**src/rtl/image_pkg.sv**
```systemverilog
`default_nettype none
// +----------------------------------------------------------------------------+
// | image_pkg: shared frame geometry constants, sequencer states, triplet type |
// | Rev 1.0                                                                    |
// +----------------------------------------------------------------------------+
package image_pkg;

  localparam logic [31:0] IMG_BASE_ADDR   = 32'h0800_0000;
  localparam int          BYTES_PER_PIXEL = 4;

  typedef enum logic [2:0] {
    IDLE    = 3'd0,
    RD_TOP  = 3'd1,
    RD_MID  = 3'd2,
    RD_BOT  = 3'd3,
    PRESENT = 3'd4,
    DONE    = 3'd5
  } seq_state_t;

  typedef struct packed {
    logic [31:0] top;
    logic [31:0] mid;
    logic [31:0] bot;
  } col_triplet_t;

endpackage
`default_nettype wire

```
**src/rtl/window_coord_counter.sv**
```systemverilog
`default_nettype none
// +----------------------------------------------------------------------------+
// | window_coord_counter: column/row position and top-pixel byte address       |
// | Rev 1.0                                                                    |
// +----------------------------------------------------------------------------+
module window_coord_counter #(
  parameter logic [31:0] BASE_ADDR       = image_pkg::IMG_BASE_ADDR,
  parameter int          BYTES_PER_PIXEL = image_pkg::BYTES_PER_PIXEL
) (
  input  logic        clk,
  input  logic        n_rst,
  input  logic        init,
  input  logic        step_col,
  input  logic        step_row,
  input  logic [15:0] n_colum,
  input  logic [15:0] n_row,
  output logic        col_first,
  output logic        col_last,
  output logic        frame_last,
  output logic [31:0] pix_addr,
  output logic [31:0] next_pix_addr,
  output logic [31:0] stride
);
  import image_pkg::*;

  localparam logic [31:0] C_PIX_STEP = 32'(BYTES_PER_PIXEL);

  logic [15:0] r_col;
  logic [15:0] r_row;
  logic [31:0] r_row_base;
  logic [31:0] r_col_off;

  assign stride        = {16'd0, n_colum} * C_PIX_STEP;
  assign col_first     = (r_col == 16'd0);
  assign col_last      = (r_col == n_colum - 16'd1);
  assign frame_last    = (r_row == n_row - 16'd3);
  assign pix_addr      = r_row_base + r_col_off;
  // Address of the pixel that follows the current one in walk order
  assign next_pix_addr = col_last ? (r_row_base + stride) : (pix_addr + C_PIX_STEP);

  always_ff @(posedge clk or negedge n_rst) begin
    if (!n_rst) begin
      r_col      <= '0;
      r_row      <= '0;
      r_row_base <= '0;
      r_col_off  <= '0;
    end else if (init) begin
      r_col      <= '0;
      r_row      <= '0;
      r_row_base <= BASE_ADDR;
      r_col_off  <= '0;
    end else if (step_row) begin
      r_col      <= '0;
      r_row      <= r_row + 16'd1;
      r_row_base <= r_row_base + stride;
      r_col_off  <= '0;
    end else if (step_col) begin
      r_col      <= r_col + 16'd1;
      r_col_off  <= r_col_off + C_PIX_STEP;
    end
  end

endmodule
`default_nettype wire

```
**src/rtl/window_read_sequencer.sv**
```systemverilog
`default_nettype none
// +----------------------------------------------------------------------------+
// | window_read_sequencer: walks a frame as 3-row column triplets over Avalon  |
// | Rev 1.0                                                                    |
// +----------------------------------------------------------------------------+
module window_read_sequencer #(
  parameter logic [31:0] BASE_ADDR       = image_pkg::IMG_BASE_ADDR,
  parameter int          BYTES_PER_PIXEL = image_pkg::BYTES_PER_PIXEL
) (
  input  logic        clk,
  input  logic        n_rst,
  input  logic        start,
  input  logic [15:0] n_colum,
  input  logic [15:0] n_row,
  output logic [31:0] avm_address,
  output logic        avm_read,
  input  logic        avm_waitrequest,
  input  logic [31:0] avm_readdata,
  input  logic        avm_readdatavalid,
  output logic        col_valid,
  input  logic        col_ready,
  output logic [31:0] col_top,
  output logic [31:0] col_mid,
  output logic [31:0] col_bot,
  output logic        col_first,
  output logic        col_last,
  output logic        busy,
  output logic        done
);
  import image_pkg::*;

  seq_state_t   r_state;
  logic         r_pending;
  logic [15:0]  r_n_colum;
  logic [15:0]  r_n_row;
  logic [31:0]  r_top;
  logic [31:0]  r_mid;
  col_triplet_t r_trip;

  logic        w_init;
  logic        w_step_col;
  logic        w_step_row;
  logic        w_degenerate;
  logic        w_col_first;
  logic        w_col_last;
  logic        w_frame_last;
  logic [31:0] w_pix_addr;
  logic [31:0] w_next_pix;
  logic [31:0] w_stride;

  assign w_degenerate = (n_row < 16'd3) || (n_colum == 16'd0);
  assign w_init       = (r_state == IDLE) && start;
  assign w_step_col   = (r_state == PRESENT) && col_ready && !w_col_last;
  assign w_step_row   = (r_state == PRESENT) && col_ready && w_col_last && !w_frame_last;

  assign col_top = r_trip.top;
  assign col_mid = r_trip.mid;
  assign col_bot = r_trip.bot;

  window_coord_counter #(
    .BASE_ADDR       (BASE_ADDR),
    .BYTES_PER_PIXEL (BYTES_PER_PIXEL)
  ) u_coord (
    .clk           (clk),
    .n_rst         (n_rst),
    .init          (w_init),
    .step_col      (w_step_col),
    .step_row      (w_step_row),
    .n_colum       (r_n_colum),
    .n_row         (r_n_row),
    .col_first     (w_col_first),
    .col_last      (w_col_last),
    .frame_last    (w_frame_last),
    .pix_addr      (w_pix_addr),
    .next_pix_addr (w_next_pix),
    .stride        (w_stride)
  );

  always_ff @(posedge clk or negedge n_rst) begin
    if (!n_rst) begin
      r_state     <= IDLE;
      r_pending   <= 1'b0;
      r_n_colum   <= '0;
      r_n_row     <= '0;
      r_top       <= '0;
      r_mid       <= '0;
      r_trip      <= '0;
      avm_address <= '0;
      avm_read    <= 1'b0;
      col_valid   <= 1'b0;
      col_first   <= 1'b0;
      col_last    <= 1'b0;
      busy        <= 1'b0;
      done        <= 1'b0;
    end else begin
      case (r_state)
        IDLE: begin
          if (start) begin
            r_n_colum <= n_colum;
            r_n_row   <= n_row;
            if (w_degenerate) begin
              r_state <= DONE;
              done    <= 1'b1;
            end else begin
              r_state     <= RD_TOP;
              busy        <= 1'b1;
              avm_read    <= 1'b1;
              avm_address <= BASE_ADDR;
            end
          end
        end
        RD_TOP, RD_MID, RD_BOT: begin
          // Request phase until accepted, then wait for the single data beat
          if (avm_read) begin
            if (!avm_waitrequest) begin
              avm_read  <= 1'b0;
              r_pending <= 1'b1;
            end
          end else if (r_pending && avm_readdatavalid) begin
            r_pending <= 1'b0;
            if (r_state == RD_TOP) begin
              r_top       <= avm_readdata;
              r_state     <= RD_MID;
              avm_read    <= 1'b1;
              avm_address <= w_pix_addr + w_stride;
            end else if (r_state == RD_MID) begin
              r_mid       <= avm_readdata;
              r_state     <= RD_BOT;
              avm_read    <= 1'b1;
              avm_address <= w_pix_addr + (w_stride << 1);
            end else begin
              r_trip    <= '{top: r_top, mid: r_mid, bot: avm_readdata};
              col_valid <= 1'b1;
              col_first <= w_col_first;
              col_last  <= w_col_last;
              r_state   <= PRESENT;
            end
          end
        end
        PRESENT: begin
          if (col_ready) begin
            col_valid <= 1'b0;
            col_first <= 1'b0;
            col_last  <= 1'b0;
            if (w_col_last && w_frame_last) begin
              r_state <= DONE;
              done    <= 1'b1;
              busy    <= 1'b0;
            end else begin
              r_state     <= RD_TOP;
              avm_read    <= 1'b1;
              avm_address <= w_next_pix;
            end
          end
        end
        DONE: begin
          done    <= 1'b0;
          r_state <= IDLE;
        end
        default: r_state <= IDLE;
      endcase
    end
  end

endmodule
`default_nettype wire

```
**config.mk**
```make
export PLATFORM = sky130hd
export DESIGN_NAME = window_read_sequencer
export DESIGN_NICKNAME = d
export VERILOG_FILES = /design/src/rtl/image_pkg.sv /design/src/rtl/window_coord_counter.sv /design/src/rtl/window_read_sequencer.sv
export SDC_FILE = /design/constraint.sdc
export NUM_CORES = 1
export LEC_CHECK = 0
export ABC_AREA = 1
export CORE_MARGIN = 5
export CORE_UTILIZATION = 48
export DETAILED_ROUTE_END_ITERATION = 8
export GPL_ROUTABILITY_DRIVEN = 0
export HOLD_SLACK_MARGIN = 0.12
export PLACE_DENSITY = 0.71
export REMOVE_ABC_BUFFERS = 1
export SLEW_MARGIN = 0
export SYNTH_ARGS = -nofsm -noshare
export SYNTH_HDL_FRONTEND = slang
export SYNTH_SLANG_ARGS = --single-unit
```
**constraint.sdc**
```tcl
create_clock -name clk -period 7.1 [get_ports clk]
set_input_delay 1.42 -clock clk [delete_from_list [all_inputs] [get_ports clk]]
set_output_delay 1.42 -clock clk [all_outputs]
set_load 0.05 [all_outputs]
```
======== Yosys cells after proc, flatten, opt, wreduce, memory -nomap -nowiden ========
Index checks and enable logic that the tools add are counted.
word-level totals
  logic and storage cells ................. 151
  input port bits ......................... 70
  flip-flop bits (word level) ............. 330
cells by class
  $add $sub $neg .......................... 10
  mux-type cells .......................... 66
  $lt $le $gt $ge ......................... 1
  reduce and logical (&&, ||, !) cells .... 32
  eq/ne operators ......................... 19
  bitwise gates (word level) .............. 3
operators by type and width
  kind                                                                    number
  32-bit 2-to-1 mux                                                       14
  32-bit one-hot mux with 3 select lines                                  1
  16-bit 2-to-1 mux                                                       5
  32-bit by 18-bit adder with 32-bit output                               2
  32-bit by 3-bit adder with 32-bit output (second input constant)        2
  16-bit by 1-bit adder with 16-bit output (second input constant)        2
  32-bit by 19-bit adder with 32-bit output                               1
  32-bit adder                                                            1
  16-bit equality test                                                    2
  16-bit zero test                                                        2
  1-bit 2-to-1 mux                                                        31
  5-bit AND reduction                                                     5
  3-bit 2-to-1 mux                                                        8
  2-bit inequality test (second input constant)                           10
  16-bit by 2-bit < comparator with 1-bit output (second input constant)  1
  16-bit by 1-bit subtractor with 16-bit output (second input constant)   1
  16-bit by 2-bit subtractor with 16-bit output (second input constant)   1
  3-bit one-hot mux with 3 select lines                                   1
  3-bit nonzero test                                                      3
  1-bit one-hot mux with 2 select lines                                   4
  4-bit AND reduction                                                     2
  8-bit AND reduction                                                     1
  2-bit nonzero test                                                      4
  1-bit logical AND                                                       7
  other kinds (14)                                                        20

======== Longest topological paths before layout ========
  word-level depth ........................ 7
  mapped depth ............................ 28
  depth with buffers taken out ............ 28

======== Hierarchy ========
Synthesis repeated with hierarchy kept, for this count alone.
unflattened totals
  cells, all modules ...................... 3656
  area total of the unflattened synthesis .. 24592.3 um^2
by module, submodules not included
  module                 instances  cells each  area each (um^2)
  window_read_sequencer  1          2008        14303.7
  window_coord_counter   1          1648        10288.6

======== Least setup slack after synthesis ========
No wires, ideal clock.
  kind .................................... reg-to-reg
  start point ............................. register u_coord.r_row_base[3]
  end point ............................... register avm_address[28]
  library setup time ...................... 118 ps
  path slack .............................. 3701 ps
  cell stages (with the launch flop) ...... 27
  required time ........................... 6982 ps
  path buffers ............................ 0
  arrival ................................. 3281 ps
  path through ............................ dfrtp_1 ha_1 nand2_2 nand2_1 nand3_1 nand2_1 nand2_1 nand2_1 nand2_1 nand2_1 inv_1 ha_1 nand2_1 nor2_1 nand4_1 o21ai_0 nand3_1 nand2_1 inv_1 o21ai_0 nand2_1 nor2_1 nand2_1 nand3_1 nand2_1 nand2_1 nand2_1
on the way
  longest elaborated chain between the ends .. 7
  elaborated cells between the ends (all ways) .. 13
  classes of those cells .................. add/sub: 5; mux: 8
RTL lines
  item                                       RTL line                      RTL
  start, declared                            window_coord_counter.sv:30    logic [31:0] r_row_base;
  start signal, assigned                     window_coord_counter.sv:55    r_row_base <= r_row_base + stride;
  32-bit adder                               window_coord_counter.sv:37    assign pix_addr = r_row_base + r_col_off;
  32-bit by 19-bit adder with 32-bit output  window_read_sequencer.sv:130  avm_address <= w_pix_addr + (w_stride << 1);
  32-bit 2-to-1 mux                          window_read_sequencer.sv:126  end else if (r_state == RD_MID) begin
  32-bit 2-to-1 mux                          window_read_sequencer.sv:121  if (r_state == RD_TOP) begin
  32-bit 2-to-1 mux                          window_read_sequencer.sv:119  end else if (r_pending && avm_readdatavalid) begin
  32-bit 2-to-1 mux                          window_read_sequencer.sv:114  if (avm_read) begin
  32-bit one-hot mux with 3 select lines *   window_read_sequencer.sv:96   case (r_state)
  end signal, assigned                       window_read_sequencer.sv:125  avm_address <= w_pix_addr + w_stride;
  end signal, assigned                       window_read_sequencer.sv:130
  end signal, assigned                       window_read_sequencer.sv:152  avm_address <= w_next_pix;
  end, declared                              window_read_sequencer.sv:15   output logic [31:0] avm_address,
Mark *: on every way between the ends. The rest lies on a longest branch, timed or not. The select of a mux whose other input is x is not followed.
A chain may end at the register's enable or synchronous reset.

======== Worst setup path in the final report ========
  start point ............................. register r_n_colum[1]
  end point ............................... register u_coord.r_col_off[26]
on the way
  longest elaborated chain between the ends .. 6
  elaborated cells between the ends (all ways) .. 9
  classes of those cells .................. add/sub: 1; eq/ne: 1; mux: 2; reduce/logical: 5
RTL lines
  item                                             RTL line                     RTL
  start, declared                                  window_read_sequencer.sv:34  logic [15:0] r_n_colum;
  start signal, assigned                           window_read_sequencer.sv:99  r_n_colum <= n_colum;
  16-bit by 1-bit subtractor with 16-bit output *  window_coord_counter.sv:35   assign col_last = (r_col == n_colum - 16'd1);
  16-bit equality test *                           window_coord_counter.sv:35
  1-bit logical AND (2 in a row)                   window_read_sequencer.sv:54  assign w_step_row = (r_state == PRESENT) && col_ready && w_col_last && !w_frame_last;
  32-bit 2-to-1 mux                                window_coord_counter.sv:52   end else if (step_row) begin
  32-bit 2-to-1 mux                                window_coord_counter.sv:47   end else if (init) begin
  end signal, assigned                             window_coord_counter.sv:59   r_col_off <= r_col_off + C_PIX_STEP;
  end, declared                                    window_coord_counter.sv:31   logic [31:0] r_col_off;
Mark *: on every way between the ends. The rest lies on a longest branch, timed or not.

==> flow_summary_export.csv <==
group,metric,value,unit
outcome,status,"complete, no violations",
power,max-vdd-ir-drop,0.0003429,V
drt,vias_per_cell,5.467,
drt,wl_per_cell,17.04,um
logic_synthesis,yosys-top-cells-area,"dfrtp_1 (37%), nand2_1 (16%), inv_1 (6.7%)",
sta,worst_pin_slew,1.179,ns
worst_setup_path,r2r_end,"u_coord.r_col_off[26]",
floorplan,ios,204,
logic_synthesis,ys_types,62,
sta,max_slew_margin,0.2109,
sta,layout_min_cycle_time,4.655,ns
clock_network,max-clock-path-buffers,3,
sta,setup_tns,0,ns
global_route,grt_pass1_wl,108600,um
worst_setup_path,critical_path.cell_chain,"inv_1, ha_1, nand3_1, nor2_4, nand2_4, nor2_4, nand2_1, nand2_1, nand2_1, nor2_1, nand3_1, nor2_4, nand3b_2, nand2_2, nor2_1, nand2_1, o21ai_2",
clock_network,postCtsResizedCells,0,
logic_synthesis,avgSynthCellArea,7.026,um2
clock_network,clock_latency,0.58,ns
final_layout,diodes,0,
clock_network,htree_num_levels,2,
drt,drt-initial-drc-count,2065,
global_route,grt-ovfl-total,0,
worst_hold_path,hp-start,"r_mid[7]",
logic_synthesis,postSynthCellCount,3161,
power,powerDensity,377.3,nW/um2
floorplan,coreArea,45580,um2
worst_setup_path,critPathMaxStageDelay,1.18,ns
drt,ant_nets,0,
logic_synthesis,synth-seq-cells,326,
global_route,grt_max_degree,129,
sta,rsz0062_at_grt,"no",
worst_setup_path,startpoint_type,"register",
worst_setup_path,rr_worst_depth,17,
final_layout,fin_nets,3491,
logic_synthesis,synth_flop_cell,"dfrtp_1",
worst_setup_path,endpoint_kind,"register",
logic_synthesis,synth.yosys.seq_area_share,0.3673,
logic_synthesis,synth-edff-count,0,
final_layout,final_layout_size_suffix_gt1_frac,0.05397,
worst_setup_path,cpMostUsedCell,"nand2_1",
worst_setup_path,worstSetupStartpoint,"r_n_colum[1]",
sta,clock.fmax,214.8,MHz
logic_synthesis,yosysTopAreaCell,"dfrtp_1",
floorplan,dieArea,50670,um2
logic_synthesis,synth_warnings,0,
power,power,9.802,mW
worst_setup_path,path_class,"reg -> reg",
clock_network,cts_tree,"yes",
worst_setup_path,arrival,5.08,ns
drt,routed_wl,67390,um
sta,slew_viol_final,0,
sta,setup_viol,0,
logic_synthesis,netlist_area,22210,um2
worst_setup_path,regToRegSetupSlack,2.44,ns
placed_design,place_area,24690,um2
worst_setup_path,crit_path_end,"u_coord.r_col_off[26]",
global_route,grt_pass1_vias,20850,
clock_network,post-cts-setup-buffers,0,
floorplan,start_util,0.4873,
global_route,antenna_found_initial,0,
worst_setup_path,cpLargestDelayFamily,"simple AND/OR/NAND/NOR gates",
clock_network,holdBufCountCts,0,
final_layout,area_growth,16.99,%
clock_network,numCtsBuffers,38,
drt,first_pass_iters,6,
worst_setup_path,required,7.52,ns
clock_network,clkSinkCount,326,
worst_setup_path,cp.depth,17,
clock_network,cts_root_buffer,"clkbuf_16",
floorplan,die_w,225.1,um
logic_synthesis,synthArstFlopShare,1.000,
worst_setup_path,crit_slowest_cell,"nand2_2",
flow_run,maxCapViolations,0,
placed_design,dp_hpwl,50950,um
sta,timing.final.hold_violations,0,
power,leakagePower,12.87,nW
worst_setup_path,worst-path-max-fanout,59,
worst_hold_path,hp-class,"reg -> reg",
floorplan,rows,78,
sta,skew,0.02204,ns
global_route,grt_use_total,0.2606,
worst_setup_path,rr_startpoint,"r_n_colum[1]",
placed_design,port_buffers,203,
final_layout,stdcell_area,25980,um2
clock_network,clk_pin_slew_worst_paths,0.06,ns
sta,timing.final.crit_share,0.6557,
logic_synthesis,netlist.area_leader.share,0.3673,
drt,drcViolationCount,0,
floorplan,die_y,225.1,um
worst_setup_path,crit_buf_inv,1,
drt,vias,21620,
how the worst min path moves through the flow:
stage,end,slack [ns],cells after the start
2_1_floorplan,col_mid[0],0.45,2
3_3_place_gp,avm_address[1],0.45,2
3_5_place_dp,avm_address[1],0.45,2
4_1_cts,avm_address[1],0.47,2
5_1_grt,avm_address[1],0.50,2
6_report,col_mid[7],0.47,2
kinds of logic after synthesis:
logic type      after synthesis  synth area share
compound gates              478            0.1192
xor+xnor                    128           0.05110
fa+ha+maj                    93           0.05341
buf+inv                     498           0.08924
flops                       326            0.3673
simple gates               1623            0.3121
mux                          15          0.007606
state kept, by name, indices dropped and copies added (netlist names), 3 cells and up:
| register | flops |
|---|---|
| col_top | 32 |
| u_coord.r_row | 16 |
| r_n_row | 16 |
| u_coord.r_col | 16 |
| avm_address | 32 |
| u_coord.r_col_off | 30 |
| col_mid | 32 |
| r_state | 3 |
| r_n_colum | 16 |
| r_mid | 32 |
| u_coord.r_row_base | 30 |
| col_bot | 32 |
| r_top | 32 |
where the power goes:
group          leakage, nW  internal [mW]  switching [mW]
clock                0.627           1.21           0.826
sequential            4.28           2.43           0.587
combinational         7.97           1.57            3.18
total                 12.9           5.21            4.59
cell type report:
cell class | count | area, um2
clock buffer | 52 | 1064
clock inverter | 14 | 227.7
fill | 4251 | 19590
inverter | 409 | 1541
multi-input combinational | 2337 | 12090
sequential | 326 | 8158
tap | 600 | 750.7
timing repair buffer | 216 | 2147
synthesized netlist by cell type, types with 31 or more instances:
| master | instances |
|---|---|
| nand2_1 | 974 |
| inv_1 | 396 |
| dfrtp_1 | 326 |
| o21ai_0 | 259 |
| nor2_1 | 246 |
| nand3_1 | 212 |
| a21oi_1 | 111 |
| xor2_1 | 96 |
| ha_1 | 90 |
| clkbuf_1 | 59 |
| nand4_1 | 52 |
| nor3_1 | 33 |
| nor4_1 | 31 |
| xnor2_1 | 31 |
metrics by stage:
step / utilization / cells / hold slack [ns] / setup WS, ns
3_5_place_dp: 0.5418 / 3888 / 0.4526 / 2.472
3_3_place_gp: 0.5418 / 3888 / 0.4483 / 2.594
2_1_floorplan: - / 3072 / 0.4505 / 1.160
6_report: 0.5701 / 3954 / 0.4663 / 2.445
5_1_grt: 0.5701 / 3954 / 0.4984 / 1.973
4_1_cts: 0.5701 / 3954 / 0.4691 / 2.458
per-layer routing:
layer / GRT usage / share of wire / vias to the layer above
met5: 0 / 0 / -
met4: 0.1027 / 0.045 / 0
met3: 0.04715 / 0.076 / 188
met2: 0.4239 / 0.46 / 823
met1: 0.3472 / 0.42 / 10100
li1: - / - / 10510
layout by cell type (no fill, tap or decap), drive strengths merged, types with 2 or more instances in the layout:
cell,n
nand3,215
or2,7
o22ai,11
ha,90
xnor2,31
o31ai,7
nand3b,13
a21boi,10
bufinv,4
o21bai,12
clkdlybuf4s50,202
fa,3
and2,3
a21oi,112
nor4,31
nor3b,4
o21a,3
nand4,54
mux2,15
a31o,2
buf,14
dfrtp,326
clkbuf,52
nand2,991
o211ai,6
clkinv,11
nor3,36
a21o,10
a31oi,6
nor2,268
inv,407
xor2,96
o21ai,293
tightest hold or removal path: stages (launching register included):
cell and delay (ns):
dfrtp_1 0.34, nand2_1 0.05, nand2_1 0.05
Power figures use the tool's default switching activity.
